`config.mk`:
```
export PLATFORM = sky130hd
export DESIGN_NAME = wt32_divider_flat
export DESIGN_NICKNAME = d
export VERILOG_FILES = /design/src/rtl/wt32_divider_if.sv /design/src/rtl/wt32_divider.sv /design/src/flat_wrapper.sv
export SDC_FILE = /design/constraint.sdc
export NUM_CORES = 1
export LEC_CHECK = 0
export ABC_CLOCK_PERIOD_IN_PS = 3600
export CELL_PAD_IN_SITES_DETAIL_PLACEMENT = 1
export CELL_PAD_IN_SITES_GLOBAL_PLACEMENT = 2
export CORE_AREA = 2 2 199 201
export DETAILED_ROUTE_END_ITERATION = 10
export DIE_AREA = 0 0 201 203
export PLACE_DENSITY_LB_ADDON = 0.1
export SLEW_MARGIN = 0
export SYNTH_ARGS = -nofsm -noshare
export SYNTH_HDL_FRONTEND = slang
export SYNTH_SLANG_ARGS = --single-unit
```
`constraint.sdc`:
```
create_clock -name clk -period 3.6 [get_ports clk]
set_input_delay 0.72 -clock clk [delete_from_list [all_inputs] [get_ports clk]]
set_output_delay 0.72 -clock clk [all_outputs]
set_load 0.005 [all_outputs]
```
`src/rtl/wt32_divider_if.sv`:
```
// Start/done handshake and operand/result bus of the wt32_divider.
// master: the requester (drives start and operands); slave: the divider.
interface wt32_divider_if #(
   parameter int WIDTH = 32
);
   logic                 start;
   logic [2*WIDTH-1:0]   dividend;
   logic [WIDTH-1:0]     divisor;
   logic                 busy;
   logic                 done;
   logic [WIDTH-1:0]     quotient;
   logic [WIDTH-1:0]     remainder;
   logic                 div_by_zero;
   logic                 overflow;

   modport master (
      output start, dividend, divisor,
      input  busy, done, quotient, remainder, div_by_zero, overflow
   );

   modport slave (
      input  start, dividend, divisor,
      output busy, done, quotient, remainder, div_by_zero, overflow
   );
endinterface

```
`src/rtl/wt32_divider.sv`:
```
// Sequential restoring divider: 2*WIDTH-bit dividend / WIDTH-bit divisor,
// one quotient bit per clock, start/done handshake.
// Optional build macro WT32_DIVIDER_FAST_EXIT_EN: when defined, a dividend
// smaller than a non-zero divisor finishes in CHECK (quotient 0) instead of
// running all WIDTH iterations. Numeric results are identical either way.
module wt32_divider #(
   parameter int WIDTH = 32
) (
   input  logic            clk,
   input  logic            rst,
   wt32_divider_if.slave   bus
);

   localparam int CNT_W = (WIDTH > 1) ? $clog2(WIDTH) : 1;

   typedef enum logic [1:0] {
      IDLE  = 2'd0,
      CHECK = 2'd1,
      RUN   = 2'd2,
      DONE  = 2'd3
   } state_e;

   state_e               state_q,  state_d;
   logic [2*WIDTH-1:0]   dvd_q,    dvd_d;     // dividend shift register; low half collects quotient bits
   logic [WIDTH-1:0]     dsr_q,    dsr_d;     // latched divisor
   logic [WIDTH:0]       prem_q,   prem_d;    // partial remainder
   logic [CNT_W-1:0]     cnt_q,    cnt_d;     // iterations left
   logic [WIDTH-1:0]     quot_q,   quot_d;    // published quotient
   logic [WIDTH-1:0]     rem_q,    rem_d;     // published remainder
   logic                 dz_q,     dz_d;
   logic                 ov_q,     ov_d;

   logic [WIDTH+1:0]     shifted;
   logic [WIDTH+1:0]     diff;
   logic                 qbit;

   // State and datapath registers; every register has a reset value.
   always_ff @(posedge clk) begin
      // NOTE: sequential state uses non-blocking assignments so all registers
      // update together from the values present before the edge.
      if (rst) begin
         state_q <= IDLE;
         dvd_q   <= '0;
         dsr_q   <= '0;
         prem_q  <= '0;
         cnt_q   <= '0;
         quot_q  <= '0;
         rem_q   <= '0;
         dz_q    <= 1'b0;
         ov_q    <= 1'b0;
      end else begin
         state_q <= state_d;
         dvd_q   <= dvd_d;
         dsr_q   <= dsr_d;
         prem_q  <= prem_d;
         cnt_q   <= cnt_d;
         quot_q  <= quot_d;
         rem_q   <= rem_d;
         dz_q    <= dz_d;
         ov_q    <= ov_d;
      end
   end

   // Next-state and datapath: one restoring-division step per RUN cycle.
   always_comb begin
      // NOTE: every variable gets a default first, so no path leaves one
      // unassigned and no latch is inferred.
      state_d = state_q;
      dvd_d   = dvd_q;
      dsr_d   = dsr_q;
      prem_d  = prem_q;
      cnt_d   = cnt_q;
      quot_d  = quot_q;
      rem_d   = rem_q;
      dz_d    = dz_q;
      ov_d    = ov_q;

      // Shift in the next dividend bit (MSB first) and trial-subtract.
      shifted = {prem_q, dvd_q[WIDTH-1]};
      diff    = shifted - {2'b00, dsr_q};
      qbit    = ~diff[WIDTH+1];

      unique case (state_q)
         IDLE: begin
            if (bus.start) begin
               dvd_d   = bus.dividend;
               dsr_d   = bus.divisor;
               dz_d    = 1'b0;
               ov_d    = 1'b0;
               state_d = CHECK;
            end
         end

         CHECK: begin
            if (dsr_q == '0) begin
               dz_d    = 1'b1;
               quot_d  = '1;
               rem_d   = dvd_q[WIDTH-1:0];
               state_d = DONE;
            end else if (dvd_q[2*WIDTH-1:WIDTH] >= dsr_q) begin
               ov_d    = 1'b1;
               quot_d  = '1;
               rem_d   = '0;
               state_d = DONE;
`ifdef WT32_DIVIDER_FAST_EXIT_EN
            end else if ((dvd_q[2*WIDTH-1:WIDTH] == '0) && (dvd_q[WIDTH-1:0] < dsr_q)) begin
               quot_d  = '0;
               rem_d   = dvd_q[WIDTH-1:0];
               state_d = DONE;
`endif
            end else begin
               prem_d  = {1'b0, dvd_q[2*WIDTH-1:WIDTH]};
               cnt_d   = CNT_W'(WIDTH - 1);
               state_d = RUN;
            end
         end

         RUN: begin
            prem_d = qbit ? diff[WIDTH:0] : shifted[WIDTH:0];
            dvd_d  = {dvd_q[2*WIDTH-2:0], qbit};
            if (cnt_q == '0) begin
               quot_d  = dvd_d[WIDTH-1:0];
               rem_d   = prem_d[WIDTH-1:0];
               state_d = DONE;
            end else begin
               cnt_d = cnt_q - 1'b1;
            end
         end

         DONE: begin
            state_d = IDLE;
         end

         default: begin
            state_d = IDLE;
         end
      endcase
   end

   assign bus.busy        = (state_q != IDLE);
   assign bus.done        = (state_q == DONE);
   assign bus.quotient    = quot_q;
   assign bus.remainder   = rem_q;
   assign bus.div_by_zero = dz_q;
   assign bus.overflow    = ov_q;

endmodule

```
`src/flat_wrapper.sv`:
```
// flat-port wrapper written by rule: the top's interface ports become plain ports
module wt32_divider_flat 
#(
   parameter int WIDTH = 32
)
  (clk, rst, bus_start, bus_dividend, bus_divisor, bus_busy, bus_done, bus_quotient, bus_remainder, bus_div_by_zero, bus_overflow);
  wt32_divider_if #(.WIDTH(WIDTH)) bus_i ();
  input  logic clk;
  input  logic rst;
  input wire logic [$bits(bus_i.start)-1:0] bus_start;
  input wire logic [$bits(bus_i.dividend)-1:0] bus_dividend;
  input wire logic [$bits(bus_i.divisor)-1:0] bus_divisor;
  output wire logic [$bits(bus_i.busy)-1:0] bus_busy;
  output wire logic [$bits(bus_i.done)-1:0] bus_done;
  output wire logic [$bits(bus_i.quotient)-1:0] bus_quotient;
  output wire logic [$bits(bus_i.remainder)-1:0] bus_remainder;
  output wire logic [$bits(bus_i.div_by_zero)-1:0] bus_div_by_zero;
  output wire logic [$bits(bus_i.overflow)-1:0] bus_overflow;
  assign bus_i.start = bus_start;
  assign bus_i.dividend = bus_dividend;
  assign bus_i.divisor = bus_divisor;
  assign bus_busy = bus_i.busy;
  assign bus_done = bus_i.done;
  assign bus_quotient = bus_i.quotient;
  assign bus_remainder = bus_i.remainder;
  assign bus_div_by_zero = bus_i.div_by_zero;
  assign bus_overflow = bus_i.overflow;
  wt32_divider #(.WIDTH(WIDTH)) u_core (.clk(clk), .rst(rst), .bus(bus_i));
endmodule
```
==> flow_summary.json <==
{
  "cp.arrival_ps": 3960,
  "cp_max_fo": 7,
  "fin_crit_ps": 3500,
  "gp_congestion": 0.825,
  "seq_area_frac_synth_pct": 35.4,
  "io-pin-count": 167,
  "hold_class": "register to register",
  "crit_start": "u_core.dsr_q[12]$_SDFFE_PP0P_",
  "num_vias": 10900,
  "placementRows": 72,
  "worstSetupPathType": "register to register",
  "fin_area_mm2": 0.0152,
  "yosys.area.top_type": "dfxtp_1",
  "fp.coreArea_mm2": 0.0385,
  "clock_path_buffers": 3,
  "nNetsFinal": 1758,
  "h-tree-depth": 1,
  "synth_cells": 1391,
  "rsz0062_at_grt": "false",
  "slew_viol_final": 0,
  "timing.final.crit_share_pct": 97.2,
  "yosysWarnings": 0,
  "setup_viol": 0,
  "numCtsBuffers": 27,
  "cp.required_ps": 4060,
  "grt_first_pass_wirelength_mm": 67.9,
  "drive_gt1_share_pct": 12.1,
  "hp-start": "u_core.dsr_q[12]$_SDFFE_PP0P_",
  "start_util_pct": 29.7,
  "die_x_um": 201,
  "final_cell_mix": "nor2_1, dfxtp_1, clkdlybuf4s50_1",
  "dr.pass1.iters": 5,
  "drt_wl_total_mm": 44.3,
  "die_h_um": 203,
  "crit_path_start_kind": "register",
  "dpl_worst_slack_ps": -48.4,
  "p_total_uw": 19500,
  "p_leak_uw": 0.00587,
  "irDropWorstVdd_v": 0.000532,
  "max_cap_viol_count": 0,
  "io_buffers": 166,
  "cts_hold_buf": 0,
  "drc": 0,
  "grt_pass1_vias": 11200,
  "hold_violations": 0,
  "clk_latency_ps": 570,
  "wl_per_cell_um": 20.9,
  "cts.sinks": 202,
  "async_flop_share_pct": 0,
  "fill_cells": 4544,
  "yosysTopAreaCellShare_pct": 35.4,
  "grt.busiest_layer": "met2",
  "drtIter0Drc": 520,
  "synth_cell_types": 70,
  "setup_slack_ps": 102,
  "synth_area_per_cell_um2": 8.22,
  "status": "complete, no violations",
  "antenna_left": 0,
  "clk_pin_slew_ps": 60,
  "synthTopCellsByArea": "dfxtp_1, ha_1, mux2i_1",
  "vias_per_cell": 5.15,
  "antenna_found_initial": 0,
  "finalClockSkew_ps": 12.0,
  "synth_area_mm2": 0.0114,
  "met2_usage_pct": 35.1,
  "place_area_mm2": 0.0142,
  "pwr_density_cell_mw_per_mm2": 1280,
  "synthesis.nets": 1561,
  "syn_to_final_growth_pct": 33.2,
  "worstMarginPinSlew_ps": 943,
  "grt_overflow": 0,
  "synth_edf_count": 0,
  "reg2reg_from": "u_core.dsr_q[12]$_SDFFE_PP0P_",
  "grt_use_met3_pct": 3.37,
  "dieArea_mm2": 0.0408,
  "met1_usage_pct": 29.1,
  "relSlewSlack_pct": 37.1,
  "dp_hpwl_mm": 32.8,
  "cts_tree": "yes",
  "cts_root_buffer": "clkbuf_16",
  "max_freq_mhz": 286,
  "ys.flop_type": "dfxtp_1",
  "final_common_cell": "nor2_1",
  "diodes": 0,
  "worstSetupEndpointType": "register",
  "grt_max_degree": 135,
  "ys_ff_latch": 202,
  "track_usage_pct": 21.2
}
## power breakdown
group          internal, uW  leakage [uW]  total (uW)  switching, uW
Sequential             3030       0.00166        3840            811
Clock                  1590      0.000421        2670           1080
Combinational          5750       0.00379       13000           7230
Total                 10400       0.00587       19500           9120
## synth_stat cells (all sizes together) (6+ instances only)
master	number
a211o	9
and3	16
buf	10
a2bb2oi	7
or3	34
nor4	12
mux2	6
a21oi	110
nand3	6
a311oi	9
a31oi	13
nand4	11
nand3b	6
xor2	8
o21ai	61
nor3	17
a21o	18
nand2b	14
o31a	10
o211ai	10
a2111oi	6
dfxtp	202
ha	70
mux2i	82
nor2	214
inv	55
xnor2	20
clkbuf	86
a211oi	79
nand2	118
a22o	20
## per-stage QoR
stage	util [%]	hold WS, ps	setup TNS (ps)	std cells
6_report	39.6	474	0	2121
5_1_grt	39.6	495	0	2121
4_1_cts	39.1	478	0	2116
3_5_place_dp	36.8	470	-89.9	2072
3_3_place_gp	36.8	466	0	2072
2_1_floorplan	-	449	0	1391
## repair_timing
action	CTS	global route
setup buffers	0	4
resized for setup	2	34
endpoints found under the hold margin	0	0
pin swaps	0	2
cloned	0	1
endpoints found under the setup margin	2	96
## per-layer routing
metal  vias to the layer above  share of wire [%]
met5                         -                  0
met4                         0                1.8
met3                        40                4.2
met2                       190                 46
met1                      5318                 48
li1                       5383                  -
## logic make-up (layout without fill, tap and decap cells)
kind of cell | after synthesis | after routing | synth area share (%)
AOI/OAI and AO/OA | 385 | 385 | 23.1
xor gates and xnor gates | 28 | 28 | 2.31
adders and majority gates | 71 | 71 | 7.84
buffers and inverters | 151 | 363 | 5.21
DFF | 202 | 202 | 35.4
muxes | 88 | 88 | 7.81
and+or+nand+nor | 466 | 466 | 18.3
## critical path: stages (launching register included)
cell and delay, ps:
dfxtp_1 340, inv_1 80, ha_1 390, nand2_1 120, or4_4 520, a211o_1 250, nand3_2 120, nor2_2 80
o21bai_4 180, xor2_4 290, buf_4 170, mux2_2 380, mux2_2 270, a22o_1 190
## state kept, by name, indices dropped and copies added, names as in the netlist
signal / count
u_core.dvd_q: 64
u_core.dsr_q: 32
u_core.cnt_q: 5
u_core.bus.remainder: 32
u_core.state_q: 2
u_core.bus.quotient: 32
u_core.bus.div_by_zero: 1
u_core.bus.overflow: 1
u_core.prem_q: 33
## layout make-up
type / count / area [um2] / area share, %
Multi-Input combinational cell: 1038 / 6950 / 45.6
Sequential cell: 202 / 4040 / 26.6
Timing Repair Buffer: 264 / 2520 / 16.5
Clock buffer: 36 / 749 / 4.92
Tap cell: 518 / 648 / 4.26
Inverter: 55 / 206 / 1.36
Clock inverter: 8 / 108 / 0.707
## path summary, 6_finish.rpt
| check | slack [ps] | cells after the start | to |
|---|---|---|---|
| worst min-delay path | 470 | 2 | u_core.dsr_q[12]$_SDFFE_PP0P_ |
| worst min register to register | 470 | 2 | u_core.dsr_q[12]$_SDFFE_PP0P_ |
| worst max-delay path | 100 | 13 | u_core.prem_q[8]$_SDFFE_PP0P_ |
| worst max register to register | 100 | 13 | u_core.prem_q[8]$_SDFFE_PP0P_ |
Power figures use the tool's default switching activity.
